===== src/rtl/freq_gate_controller_if.sv =====
// Result hand-off bundle between the gate controller and the display side.
//   result_digits   : latched BCD measurement, digit 0 in bits [3:0]
//   result_overflow : the counter wrapped during that measurement
//   result_valid    : result register holds an unconsumed measurement
//   result_ack      : consumer accepts the current result
// Handshake: a result is transferred in any cycle where result_valid=1 and
// result_ack=1. While result_valid=1 and result_ack=0 the producer holds
// result_digits/result_overflow stable. result_ack is ignored while
// result_valid=0.
interface freq_gate_controller_if #(
  parameter int DIGITS_NUM = 6
);
  logic [4*DIGITS_NUM-1:0] result_digits;
  logic                    result_overflow;
  logic                    result_valid;
  logic                    result_ack;

  modport master (
    output result_digits,
    output result_overflow,
    output result_valid,
    input  result_ack
  );

  modport slave (
    input  result_digits,
    input  result_overflow,
    input  result_valid,
    output result_ack
  );
endinterface


===== src/rtl/freq_gate_controller.sv =====
// Measurement sequencer for the BCD event counter of the frequency counter.
// Each cycle: clear the counter, open a gate window of GATE_CYCLES clocks
// during which synchronized rising edges of signal_in pulse the counter
// enable, let the last increment settle, then publish digits + overflow.
// Ports:
//   clk_in, reset_in   : clock, synchronous active-high reset
//   run_in             : level, keep measuring while 1
//   signal_in          : asynchronous measured signal
//   cnt_reset_out      : counter reset (high in IDLE and CLEAR)
//   cnt_enable_out     : one-cycle pulse per counted edge, only during GATE
//   cnt_digits_in      : counter BCD digits, digit 0 = LSD
//   cnt_carry_in       : counter carry/wrap indication
//   res                : result bundle (digits, overflow, valid, ack)
//   busy               : 1 whenever the FSM is not in IDLE
//   state_dbg_o        : current FSM state encoding
module freq_gate_controller #(
  parameter int DIGITS_NUM  = 6,
  parameter int GATE_CYCLES = 1000000,
  parameter int GATE_W      = $clog2(GATE_CYCLES)
) (
  input  logic                    clk_in,
  input  logic                    reset_in,
  input  logic                    run_in,
  input  logic                    signal_in,
  output logic                    cnt_reset_out,
  output logic                    cnt_enable_out,
  input  logic [4*DIGITS_NUM-1:0] cnt_digits_in,
  input  logic                    cnt_carry_in,
  freq_gate_controller_if.master  res,
  output logic                    busy,
  output logic [2:0]              state_dbg_o
);

  typedef enum logic [2:0] {
    ST_IDLE    = 3'd0,
    ST_CLEAR   = 3'd1,
    ST_GATE    = 3'd2,
    ST_SETTLE  = 3'd3,
    ST_PUBLISH = 3'd4
  } state_t;

  localparam logic [GATE_W-1:0] GATE_LAST = GATE_W'(GATE_CYCLES - 1);

  state_t                  state_q, state_d;
  logic [GATE_W-1:0]       timer_q, timer_d;
  logic                    s1_q, s2_q, s3_q;
  logic                    ovf_acc_q, ovf_acc_d;
  logic [4*DIGITS_NUM-1:0] digits_q, digits_d;
  logic                    ovf_q, ovf_d;
  logic                    valid_q, valid_d;
  logic                    en_q, en_d;
  logic                    sig_rise;

  // s1/s2 resynchronize; s3 is the previous s2 value for edge detection.
  assign sig_rise = s2_q & ~s3_q;

  always_ff @(posedge clk_in) begin
    if (reset_in) begin
      state_q   <= ST_IDLE;
      timer_q   <= '0;
      s1_q      <= 1'b0;
      s2_q      <= 1'b0;
      s3_q      <= 1'b0;
      ovf_acc_q <= 1'b0;
      digits_q  <= '0;
      ovf_q     <= 1'b0;
      valid_q   <= 1'b0;
      en_q      <= 1'b0;
    end else begin
      state_q   <= state_d;
      timer_q   <= timer_d;
      s1_q      <= signal_in;
      s2_q      <= s1_q;
      s3_q      <= s2_q;
      ovf_acc_q <= ovf_acc_d;
      digits_q  <= digits_d;
      ovf_q     <= ovf_d;
      valid_q   <= valid_d;
      en_q      <= en_d;
    end
  end

  always_comb begin
    state_d   = state_q;
    timer_d   = timer_q;
    ovf_acc_d = ovf_acc_q;
    digits_d  = digits_q;
    ovf_d     = ovf_q;
    // An ack drops valid next cycle unless PUBLISH reloads it below.
    valid_d   = valid_q & ~res.result_ack;

    case (state_q)
      ST_IDLE: begin
        if (run_in) state_d = ST_CLEAR;
      end
      ST_CLEAR: begin
        timer_d   = '0;
        ovf_acc_d = 1'b0;
        state_d   = ST_GATE;
      end
      ST_GATE: begin
        timer_d = timer_q + 1'b1;
        if (cnt_carry_in) ovf_acc_d = 1'b1;
        if (timer_q == GATE_LAST) state_d = ST_SETTLE;
      end
      ST_SETTLE: begin
        // Carry from the final GATE increment can still show up here.
        if (cnt_carry_in) ovf_acc_d = 1'b1;
        state_d = ST_PUBLISH;
      end
      ST_PUBLISH: begin
        // Wait while the previous result is still unconsumed.
        if (!(valid_q && !res.result_ack)) begin
          digits_d = cnt_digits_in;
          ovf_d    = ovf_acc_q;
          valid_d  = 1'b1;
          state_d  = run_in ? ST_CLEAR : ST_IDLE;
        end
      end
      default: state_d = ST_IDLE;
    endcase

    // Gating with the next state keeps every enable pulse inside GATE and
    // drops an edge seen in the last GATE cycle, so nothing leaks over.
    en_d = sig_rise && (state_d == ST_GATE);
  end

  assign cnt_reset_out       = (state_q == ST_IDLE) || (state_q == ST_CLEAR);
  assign cnt_enable_out      = en_q;
  assign busy                = (state_q != ST_IDLE);
  assign state_dbg_o         = state_q;
  assign res.result_digits   = digits_q;
  assign res.result_overflow = ovf_q;
  assign res.result_valid    = valid_q;

endmodule


===== src/flat_wrapper.sv =====
// flat-port wrapper written by rule: the top's interface ports become plain ports
module freq_gate_controller_flat 
#(
  parameter int DIGITS_NUM  = 6,
  parameter int GATE_CYCLES = 1000000,
  parameter int GATE_W      = $clog2(GATE_CYCLES)
)
  (clk_in, reset_in, run_in, signal_in, cnt_reset_out, cnt_enable_out, cnt_digits_in, cnt_carry_in, busy, state_dbg_o, res_result_digits, res_result_overflow, res_result_valid, res_result_ack);
  freq_gate_controller_if #(.DIGITS_NUM(DIGITS_NUM)) res_i ();
  input  logic clk_in;
  input  logic reset_in;
  input  logic run_in;
  input  logic signal_in;
  output logic cnt_reset_out;
  output logic cnt_enable_out;
  input  logic [4*DIGITS_NUM-1:0] cnt_digits_in;
  input  logic cnt_carry_in;
  output logic busy;
  output logic [2:0] state_dbg_o;
  output wire logic [$bits(res_i.result_digits)-1:0] res_result_digits;
  output wire logic [$bits(res_i.result_overflow)-1:0] res_result_overflow;
  output wire logic [$bits(res_i.result_valid)-1:0] res_result_valid;
  input wire logic [$bits(res_i.result_ack)-1:0] res_result_ack;
  assign res_result_digits = res_i.result_digits;
  assign res_result_overflow = res_i.result_overflow;
  assign res_result_valid = res_i.result_valid;
  assign res_i.result_ack = res_result_ack;
  freq_gate_controller #(.DIGITS_NUM(DIGITS_NUM), .GATE_CYCLES(GATE_CYCLES), .GATE_W(GATE_W)) u_core (.clk_in(clk_in), .reset_in(reset_in), .run_in(run_in), .signal_in(signal_in), .cnt_reset_out(cnt_reset_out), .cnt_enable_out(cnt_enable_out), .cnt_digits_in(cnt_digits_in), .cnt_carry_in(cnt_carry_in), .res(res_i), .busy(busy), .state_dbg_o(state_dbg_o));
endmodule

===== config.mk =====
export PLATFORM = sky130hd
export DESIGN_NAME = freq_gate_controller_flat
export DESIGN_NICKNAME = d
export VERILOG_FILES = /design/src/rtl/freq_gate_controller_if.sv /design/src/rtl/freq_gate_controller.sv /design/src/flat_wrapper.sv
export SDC_FILE = /design/constraint.sdc
export NUM_CORES = 1
export LEC_CHECK = 0
export ABC_AREA = 1
export ABC_CLOCK_PERIOD_IN_PS = 2900
export BUFFER_PORTS_ARGS = -buffer_cell sky130_fd_sc_hd__buf_2
export CORE_MARGIN = 3
export CORE_UTILIZATION = 50
export CTS_BUF_LIST = sky130_fd_sc_hd__clkbuf_4 sky130_fd_sc_hd__clkbuf_8 sky130_fd_sc_hd__clkbuf_16
export CTS_CLUSTER_DIAMETER = 30
export DETAILED_ROUTE_END_ITERATION = 16
export GPL_TIMING_DRIVEN = 0
export MAX_ROUTING_LAYER = met4
export PLACE_DENSITY = 0.76
export SETUP_SLACK_MARGIN = 0.3
export SYNTH_ARGS = -nofsm -noshare
export SYNTH_HDL_FRONTEND = slang
export SYNTH_SLANG_ARGS = --single-unit

===== constraint.sdc =====
create_clock -name clk_in -period 2.9 [get_ports clk_in]
set_clock_uncertainty 0.2 [all_clocks]
set_input_delay 0.145 -clock clk_in [delete_from_list [all_inputs] [get_ports clk_in]]
set_output_delay 0.145 -clock clk_in [all_outputs]
set_load 0.005 [all_outputs]

Word level (Yosys, flattened, before mapping)
Index checks and enable logic that the tools add are counted. Widths: inputs -> output; s select.

Flip-flop bits (word level): 54. Input bits: 30. Word-level logic and storage cells: 44.

$add $sub $neg: 1. Eq/ne operators: 7. Multiplexer cells: 10. Bitwise operators: 5. Reduce and logical (&&, ||, !) cells: 11.

Operators with widths (count): $pmux 20 s2 (1); $add 20x1->20 const B (1); $eq 20x20->1 const B (1); $pmux 3 s5 (1); $eq 3x2->1 const B (3); $mux 3 (3); $mux 1 (4); $reduce_and 2->1 (2); $reduce_bool 2->1 (2); $eq 3x1->1 const B (1); $eq 3x3->1 const B (1); $logic_not 3->1 (1); $not 1->1 (3); $reduce_bool 3->1 (1); $and 1x1->1 (2); $logic_and 1x1->1 (2); $ne 2x1->1 const B (1); $pmux 1 s2 (1); $reduce_or 2->1 (1); $logic_not 1->1 (1); $logic_or 1x1->1 (1).

Depth between registers and ports, before layout
Gate-level depths: netlist of the first run.

Word-level depth: 6. Depth in mapped cells: 10. Depth with buffers taken out: 10.

Least setup slack after synthesis of the first run
OpenSTA, ideal clock, no wires.

Path type: register to register. Start: register u_core.timer_q[0]. End: register u_core.timer_q[18]. Arrival: 1.139 ns. Required time: 2.585 ns. Path slack: 1.446 ns. Stages on the path, launching flop included: 11. Buffers on the path: 0. Clock period less this slack: 1.454 ns. Cell sequence: dfxtp_1 > ha_1 > nand2_1 > nor2_2 > nand2_1 > inv_2 > nand2_1 > nor2_2 > nand3_1 > nand2_1 > nor2_1.

Cells in the longest elaborated chain, start to end: 2.

RTL lines: start: declaration (RTL line freq_gate_controller.sv:45) `logic [GATE_W-1:0] timer_q, timer_d;`; start signal: assignment (RTL line freq_gate_controller.sv:71) `timer_q <= timer_d;`; $add 20x1->20 (RTL line freq_gate_controller.sv:102) `timer_d = timer_q + 1'b1;`; $pmux 20 s2 (RTL line freq_gate_controller.sv:92) `case (state_q)`.

No other way between the ends. A chain may end at the register's enable or synchronous reset.

Worst setup path after layout of the first run
Start: register u_core.state_q[1], in the netlist u_core.state_dbg_o[1]. End: output cnt_reset_out.

Cells in the longest elaborated chain, start to end: 2. Elaborated cells on any way between the ends: 3.

RTL lines: start: declaration (RTL line freq_gate_controller.sv:44) `state_t state_q, state_d;`; start signal: assignment (RTL line freq_gate_controller.sv:70) `state_q <= state_d;`; $eq 3x1->1 or $logic_not 3->1 (tied branches) (RTL line freq_gate_controller.sv:128) `assign cnt_reset_out = (state_q == ST_IDLE) || (state_q == ST_CLEAR);`; $logic_or 1x1->1 * (RTL line freq_gate_controller.sv:128); end: declaration (RTL line flat_wrapper.sv:14) `output logic cnt_reset_out;`.

Every way passes the cells marked *; elsewhere a longest branch is shown, timed or not.

==> results of run 1 <==
-- cells by family (layout without fill, tap and decap cells) --
kind of cell               after synthesis  after routing  share of synthesized area, %
AOI/OAI and AO/OA                       58             58                          12.1
buffers and inverters                   49            147                          8.94
DFF                                     54             54                          43.4
and+or+nand+nor                        187            187                          35.1
adders and majority gates                1              1                         0.502
-- power by group through the flow --
| stage | Clock [mW] | Sequential (mW) | Combinational (mW) |
|---|---|---|---|
| after CTS | 0.456 | 0.756 | 0.137 |
| final | 0.446 | 0.756 | 0.140 |
| after detailed placement | 0 | 0.774 | 0.106 |
| after global routing | 0.492 | 0.758 | 0.152 |
| after floorplan | 0 | 0.773 | 0.0591 |
| after global placement | 0 | 0.773 | 0.106 |
-- placed cells by master, fill, tap and decap left out, types with 4 or more instances in the layout --
cell,n
sky130_fd_sc_hd__nand2_1,93
sky130_fd_sc_hd__buf_2,65
sky130_fd_sc_hd__dfxtp_1,54
sky130_fd_sc_hd__a21oi_1,43
sky130_fd_sc_hd__nand3_1,36
sky130_fd_sc_hd__dlygate4sd3_1,29
sky130_fd_sc_hd__nor2_1,28
sky130_fd_sc_hd__inv_1,27
sky130_fd_sc_hd__nand4_1,7
sky130_fd_sc_hd__inv_2,6
sky130_fd_sc_hd__o21ai_0,6
sky130_fd_sc_hd__clkbuf_8,6
sky130_fd_sc_hd__nor2_2,5
sky130_fd_sc_hd__nor2_4,5
sky130_fd_sc_hd__o21ai_1,5
sky130_fd_sc_hd__nand2_2,4
-- area by class of cell --
| class | instances | area (um2) |
|---|---|---|
| Fill cell | 402 | 1510 |
| Multi-Input combinational cell | 246 | 1190 |
| Sequential cell | 54 | 1080 |
| Timing Repair Buffer | 90 | 596 |
| Inverter | 36 | 143 |
| Tap cell | 67 | 83.8 |
| Clock buffer | 6 | 82.6 |
| Buffer | 13 | 80.1 |
| Clock inverter | 2 | 17.5 |
-- sequential cells by signal, summed over array words and instances (netlist names) --
| signal | count |
|---|---|
| u_core.res.result_overflow | 1 |
| u_core.ovf_acc_q | 1 |
| u_core.state_dbg_o | 3 |
| u_core.res.result_valid | 1 |
| u_core.cnt_enable_out | 1 |
| u_core.s2_q | 1 |
| u_core.res.result_digits | 24 |
| u_core.s3_q | 1 |
| u_core.s1_q | 1 |
| u_core.timer_q | 20 |
-- cells in the mapped netlist (4+ instances only) --
library cell,instances
sky130_fd_sc_hd__nor2_1,28
sky130_fd_sc_hd__nor2_4,5
sky130_fd_sc_hd__inv_2,6
sky130_fd_sc_hd__buf_2,4
sky130_fd_sc_hd__dfxtp_1,54
sky130_fd_sc_hd__nand2_2,4
sky130_fd_sc_hd__inv_1,27
sky130_fd_sc_hd__nor2_2,5
sky130_fd_sc_hd__nand2_1,93
sky130_fd_sc_hd__a21oi_1,43
sky130_fd_sc_hd__o21ai_1,5
sky130_fd_sc_hd__o21ai_0,6
sky130_fd_sc_hd__nand4_1,7
sky130_fd_sc_hd__nand3_1,36
-- worst max path at each step --
stage / end / slack [ns] / cells after the start
final: cnt_reset_out / 1.11 / 5
after global routing: u_core.cnt_enable_out$_SDFF_PP0_ / 0.99 / 8
after CTS: cnt_reset_out / 1.07 / 5
after detailed placement: u_core.timer_q[18]$_SDFFE_PP0P_ / 1.24 / 10
after global placement: u_core.timer_q[18]$_SDFFE_PP0P_ / 1.30 / 10
after floorplan: u_core.timer_q[18]$_SDFFE_PP0P_ / 1.45 / 10
-- worst max-delay path, stage by stage, from the launching register on --
cell and delay, ns:
sky130_fd_sc_hd__dfxtp_1 0.48, sky130_fd_sc_hd__inv_2 0.08, sky130_fd_sc_hd__nand3_2 0.11, sky130_fd_sc_hd__buf_2 0.26
sky130_fd_sc_hd__nand2_1 0.07, sky130_fd_sc_hd__buf_2 0.13
-- stage by stage --
stage	worst slack (ns)	power, mW	utilization (%)	hold WS, ns	instance area [um2]
after detailed placement	1.24	0.879	60.2	0.163	2880
final	1.11	1.34	68.4	0.220	3270
after CTS	1.07	1.35	68.4	0.223	3270
after global placement	1.30	0.879	60.2	0.151	2880
after global routing	0.987	1.40	68.4	0.239	3270
after floorplan	1.45	0.832	-	0.0520	2490
-- metal layers --
| layer | global-route usage, % | up-vias | routed length, um |
|---|---|---|---|
| met2 | 39.4 | 94 | 3270 |
| met4 | 8.51 | 0 | 144 |
| met5 | - | - | 0 |
| li1 | - | 1329 | - |
| met1 | 30.5 | 1208 | 3010 |
| met3 | 5.08 | 16 | 359 |
==> impl_metrics.py, run 1 <==
metrics = {
    "timing": {
        "slew_viol_final": 0,
        "period_utilization_pct": 61.9,
        "fin_crit_ns": 1.79,
        "setup_violating_endpoint_count_in_the_final_report": 0,
        "clock.fmax_mhz": 557,
        "slew_headroom_pct": 64.6,
        "final-hold-violation-count": 0,
        "setup-tns-final_ns": 0,
        "tightest_slew_ns": 0.530,
        "unrepaired_setup_endpoints_after_global_routing": "no",
    },
    "grt": {
        "globalRouteOverflowTotal": 0,
        "grt_pass1_vias": 2328,
        "antenna_violations_before_repair": 0,
        "track_usage_pct": 24.4,
        "grt_pass1_wl_um": 11300,
        "largest_net_degree_at_the_start_of_global_routing": 18,
    },
    "power": {
        "switching_part_of_the_total_power_pct": 24.6,
        "seq_power_share_pct": 56.4,
        "combinational_group_share_of_total_power_pct": 10.4,
        "switching_power_uw": 329,
        "leakagePower_nw": 1.36,
        "clock_group_share_of_total_power_pct": 33.2,
        "cellPowerDensity_nw_per_um2": 410,
        "cell_internal_pwr_mw": 1.01,
        "vdd.ir_drop.worst_v": 0.000322,
    },
    "logic_synthesis": {
        "postSynth.topFlopCell": "sky130_fd_sc_hd__dfxtp_1",
        "synth_edf_count": 0,
        "netlist-cell-type-count": 29,
        "synth.cell_area_um2": 2490,
        "yosys_warnings": 0,
        "synth_area_leaders": "sky130_fd_sc_hd__dfxtp_1, sky130_fd_sc_hd__nand2_1, sky130_fd_sc_hd__a21oi_1, sky130_fd_sc_hd__nand3_1, sky130_fd_sc_hd__nor2_1",
        "postSynthCellCount": 349,
        "synthesis.nets": 380,
        "synth_seq_area_share_pct": 43.4,
        "synthDominantCellAreaShare_pct": 43.4,
        "cell_accounting_for_the_most_synthesized_area": "sky130_fd_sc_hd__dfxtp_1",
        "syn_area_per_cell_um2": 7.14,
        "postSynthRegisterBits": 54,
        "synth-async-reset-ratio_pct": 0,
    },
    "setup_path": {
        "cp_data_required_time_ns": 2.56,
        "path_max_fanout": 10,
        "ff2ff_setup_slack_ns": 1.22,
        "setup.worst_path.start": "u_core.state_dbg_o[1]$_SDFF_PP0_",
        "r2r_cells": 10,
        "r2r_end": "u_core.timer_q[18]$_SDFFE_PP0P_",
        "regToRegStartpoint": "u_core.timer_q[0]$_SDFFE_PP0P_",
        "setup.worst_path.class": "reg -> out",
        "startpoint_type_of_the_worst_setup_path": "register",
        "arrival_time_reported_for_the_critical_path_endpoint_ns": 1.45,
        "crit_path_end_kind": "primary output",
    },
    "status": {
        "result_of_the_run": "completed",
    },
    "clock_tree": {
        "clock_tree.root_cell": "sky130_fd_sc_hd__clkbuf_8",
        "clock_insertion_delay_worst_skew_ns": 0.31,
        "post_cts.resized_instances": 0,
        "tritoncts": "yes",
        "worst_setup_hold_path_clk_slew_ns": 0.09,
        "clock-sinks": 54,
        "cts.hold.buffers_added": 29,
        "htree_num_levels": 2,
        "cts_buffers": 5,
        "cts_setup_buffers": 0,
        "max-clock-path-buffers": 2,
    },
    "hold_path": {
        "hold_path_class": "reg -> reg",
        "timing.hold.worst_endpoint": "u_core.s2_q$_SDFF_PP0_",
        "worst_hold_path.num_cells": 2,
        "worstHoldStart": "u_core.s1_q$_SDFF_PP0_",
    },
    "detailed_routing": {
        "detailedRoute.firstIterationViolations": 132,
        "drt_wl_total_um": 6780,
        "detail_route.drc_violations": 0,
        "dr_total_vias": 2647,
        "detailedRoute.firstPassIterationCount": 5,
        "post_drt_wl_per_cell_um": 13.2,
        "antenna_violating_nets_post_route": 0,
        "post_drt_via_cell_ratio": 5.15,
    },
    "placed_design": {
        "place_inst": 477,
        "gp_routability_congestion": 0.926,
        "buffer_ports.inserted": 61,
        "dp.final_hpwl_um": 4450,
    },
    "floorplan": {
        "num_rows": 25,
        "die_h_um": 76.6,
        "die_w_um": 76.6,
        "pin_count": 62,
        "design.die.area_um2": 5870,
        "effective_utilization_at_floorplan_pct": 52.1,
        "core_area_um2": 4790,
    },
    "layout": {
        "post_route_cells_drive_above_1_share_pct": 23.5,
        "finish.cell_count_without_fillers": 514,
        "layout-area-overhead-vs-synth_pct": 31.3,
        "antenna_diodes": 0,
        "layout.nets": 477,
    },
    "run": {
        "drv_cap": 0,
    },
}
Power figures use the tool's default switching activity.
==> inputs of run 2 (changes only) <==
--- a/config.mk
+++ b/config.mk
@@ -5,17 +5,17 @@
 export SDC_FILE = /design/constraint.sdc
 export NUM_CORES = 1
 export LEC_CHECK = 0
-export ABC_AREA = 1
-export ABC_CLOCK_PERIOD_IN_PS = 2900
+export ABC_AREA = 0
+export ABC_CLOCK_PERIOD_IN_PS = 1500
 export BUFFER_PORTS_ARGS = -buffer_cell sky130_fd_sc_hd__buf_2
 export CORE_MARGIN = 3
-export CORE_UTILIZATION = 50
+export CORE_UTILIZATION = 47
 export CTS_BUF_LIST = sky130_fd_sc_hd__clkbuf_4 sky130_fd_sc_hd__clkbuf_8 sky130_fd_sc_hd__clkbuf_16
 export CTS_CLUSTER_DIAMETER = 30
 export DETAILED_ROUTE_END_ITERATION = 16
 export GPL_TIMING_DRIVEN = 0
 export MAX_ROUTING_LAYER = met4
-export PLACE_DENSITY = 0.76
+export PLACE_DENSITY = 0.75
 export SETUP_SLACK_MARGIN = 0.3
 export SYNTH_ARGS = -nofsm -noshare
 export SYNTH_HDL_FRONTEND = slang
==> constraint.sdc (replaced) <==
create_clock -name clk_in -period 1.5 [get_ports clk_in]
set_clock_uncertainty 0.2 [all_clocks]
set_input_delay 0.075 -clock clk_in [delete_from_list [all_inputs] [get_ports clk_in]]
set_output_delay 0.075 -clock clk_in [all_outputs]
set_load 0.005 [all_outputs]
==> impl_metrics.py, run 2 <==
metrics = {
    "status": {
        "result_of_the_run": "finished, violations left",
        "violations": "hold timing, setup timing",
    },
    "logic_synthesis": {
        "synth.most_common_cell": "sky130_fd_sc_hd__nand2_1",
        "postSynthRegisterBits": 54,
        "synth.cell_area_um2": 2310,
        "synthDominantCellAreaShare_pct": 46.8,
        "syn_area_per_cell_um2": 8.10,
        "yosys_warnings": 0,
        "netlist-cell-type-count": 40,
        "synth_edf_count": 0,
        "postSynth.topFlopCell": "sky130_fd_sc_hd__dfxtp_1",
        "cell_accounting_for_the_most_synthesized_area": "sky130_fd_sc_hd__dfxtp_1",
        "synth.top_cells.by_count": "sky130_fd_sc_hd__nand2_1, sky130_fd_sc_hd__dfxtp_1, sky130_fd_sc_hd__a21oi_1",
        "synth_area_leaders": "sky130_fd_sc_hd__dfxtp_1, sky130_fd_sc_hd__a21oi_1, sky130_fd_sc_hd__nand2_1, sky130_fd_sc_hd__clkbuf_1, sky130_fd_sc_hd__nor2_1",
        "synthesis.nets": 316,
        "postSynthCellCount": 285,
        "synth-async-reset-ratio_pct": 0,
        "synth_seq_area_share_pct": 46.8,
    },
    "grt": {
        "antenna_violations_before_repair": 0,
        "globalRouteOverflowTotal": 0,
        "track_usage_pct": 24.2,
        "grt_pass1_vias": 2452,
        "grt_pass1_wl_um": 11300,
        "largest_net_degree_at_the_start_of_global_routing": 17,
    },
    "detailed_routing": {
        "detailedRoute.firstIterationViolations": 305,
        "antenna_violating_nets_post_route": 0,
        "dr_total_vias": 2678,
        "detailedRoute.firstPassIterationCount": 5,
        "detail_route.drc_violations": 0,
        "post_drt_via_cell_ratio": 5.58,
        "drt_wl_total_um": 8020,
        "post_drt_wl_per_cell_um": 16.7,
    },
    "placed_design": {
        "gp_routability_congestion": 0.859,
        "dp.final_hpwl_um": 3960,
        "place_ws_ns": -0.911,
        "place_inst": 411,
        "buffer_ports.inserted": 61,
    },
    "setup_path": {
        "crit_path_max_incr_delay_ns": 0.40,
        "regToRegStartpoint": "u_core.state_dbg_o[2]$_SDFF_PP0_",
        "worstSetupEndpoint": "u_core.timer_q[19]$_SDFFE_PP0P_",
        "crit_path_end_kind": "register",
        "slowest_stage": "sky130_fd_sc_hd__or4_1",
        "r2r_cells": 7,
        "setup.worst_path.class": "reg -> reg",
        "path_max_fanout": 5,
        "critPathMostFrequentCell": "sky130_fd_sc_hd__buf_6",
        "ff2ff_setup_slack_ns": -0.73,
        "startpoint_type_of_the_worst_setup_path": "register",
        "r2r_end": "u_core.timer_q[19]$_SDFFE_PP0P_",
        "arrival_time_reported_for_the_critical_path_endpoint_ns": 2.28,
        "setup.worst_path.start": "u_core.state_dbg_o[2]$_SDFF_PP0_",
        "cp_data_required_time_ns": 1.54,
        "crit_path_cell_trace": "buf_6 -> or3b_1 -> buf_6 -> or3_4 -> buf_6 -> or4_1 -> a21oi_1",
    },
    "layout": {
        "layout.nets": 445,
        "finish.cell_count_without_fillers": 480,
        "layout.cells.most_common": "sky130_fd_sc_hd__buf_2",
        "layout-area-overhead-vs-synth_pct": 59.6,
        "final_cell_mix": "sky130_fd_sc_hd__buf_2, sky130_fd_sc_hd__nand2_1, sky130_fd_sc_hd__dfxtp_1",
        "post_route_cells_drive_above_1_share_pct": 38.6,
        "largest_register_ff_count": 24,
        "antenna_diodes": 0,
    },
    "floorplan": {
        "design.die.area_um2": 5790,
        "effective_utilization_at_floorplan_pct": 50.9,
        "die_h_um": 76.1,
        "pin_count": 62,
        "core_area_um2": 4530,
        "die_w_um": 76.1,
        "num_rows": 24,
    },
    "timing": {
        "setup-tns-final_ns": -12.03,
        "finalHoldWorstSlack_ns": -0.114,
        "slew_headroom_pct": 58.4,
        "fin_crit_ns": 2.23,
        "setup_violating_endpoint_count_in_the_final_report": 46,
        "final-hold-violation-count": 1,
        "period_utilization_pct": 149,
        "clock.fmax_mhz": 447,
        "tightest_slew_ns": 0.623,
        "slew_viol_final": 0,
        "unrepaired_setup_endpoints_after_global_routing": "yes",
        "worst_setup_margin_ns": -0.735,
    },
    "power": {
        "vdd.ir_drop.worst_v": 0.000719,
        "post-layout-total-power_mw": 2.71,
        "leakagePower_nw": 1.47,
        "cellPowerDensity_nw_per_um2": 735,
    },
    "clock_tree": {
        "htree_num_levels": 2,
        "cts.hold.buffers_added": 28,
        "clock_tree.root_cell": "sky130_fd_sc_hd__clkbuf_8",
        "clock_insertion_delay_worst_skew_ns": 0.31,
        "worst_setup_hold_path_clk_slew_ns": 0.10,
        "cts_buffers": 5,
        "max-clock-path-buffers": 2,
        "clock-sinks": 54,
        "tritoncts": "yes",
    },
    "run": {
        "drv_cap": 0,
    },
    "hold_path": {
        "hold_path_class": "in -> reg",
    },
}
==> run 2: logic make-up after synthesis <==
kind of cell | share of synthesized area [%]
buffers and inverters | 4.12
AOI/OAI and AO/OA | 16.8
and+or+nand+nor | 30.9
muxes | 0.488
DFF | 46.8
xor gates and xnor gates | 0.379
adders and majority gates | 0.542
==> run 2: layer usage <==
| layer | global-route usage (%) | wire length [um] |
|---|---|---|
| met5 | - | 0 |
| met3 | 5.08 | 422 |
| met4 | 7.97 | 284 |
| met2 | 41.2 | 4000 |
| met1 | 28.5 | 3310 |
==> run 2: how the worst min path moves through the flow <==
| stage | from | end | cells past startpoint |
|---|---|---|---|
| floorplan | signal_in | u_core.s1_q$_SDFF_PP0_ | 1 |
| global placement | signal_in | u_core.s1_q$_SDFF_PP0_ | 2 |
| detailed placement | signal_in | u_core.s1_q$_SDFF_PP0_ | 2 |
| CTS | reset_in | u_core.timer_q[13]$_SDFFE_PP0P_ | 3 |
| global route | reset_in | u_core.timer_q[13]$_SDFFE_PP0P_ | 3 |
| finish | reset_in | u_core.timer_q[13]$_SDFFE_PP0P_ | 3 |
==> run 2: per-stage QoR <==
stage	util (%)	instance area, um2	hold slack, ns
after floorplan	-	2360	0.00318
after global placement	60.7	2750	0.0938
after detailed placement	60.7	2750	0.114
after CTS	77.3	3510	-0.133
after global routing	81.3	3690	-0.130
final	81.3	3690	-0.114
==> run 2: critical path, delay by kind of cell (launching register included) <==
family / cells / cell delay (ns)
AO/OA/AOI/OAI: 1 / 0.13
buffers and inverters: 3 / 0.39
flip-flops: 1 / 0.34
AND/OR/NAND/NOR: 3 / 1.12
==> run 2: area by class of cell <==
type / instances / area (um2)
Clock inverter: 2 / 12.5
Fill cell: 252 / 848
Tap cell: 65 / 81.3
Timing Repair Buffer: 121 / 863
Clock buffer: 6 / 82.6
Sequential cell: 54 / 1090
Buffer: 21 / 205
Multi-Input combinational cell: 211 / 1350
==> run 2: power by group <==
| group | switching, mW | total (mW) | leakage, nW | internal (mW) |
|---|---|---|---|---|
| combinational | 0.178 | 0.384 | 0.988 | 0.206 |
| sequential | 0.0137 | 1.46 | 0.440 | 1.45 |
| clock | 0.491 | 0.863 | 0.0472 | 0.372 |
| total | 0.683 | 2.71 | 1.47 | 2.03 |
==> run 2: timing repair <==
action | CTS | global route
gates cloned | 3 | 0
hold endpoints to repair | 30 | 1
pin swaps | 22 | 16
endpoints found under the setup margin | 53 | 53
setup buffers | 22 | 8
resized for setup | 48 | 34
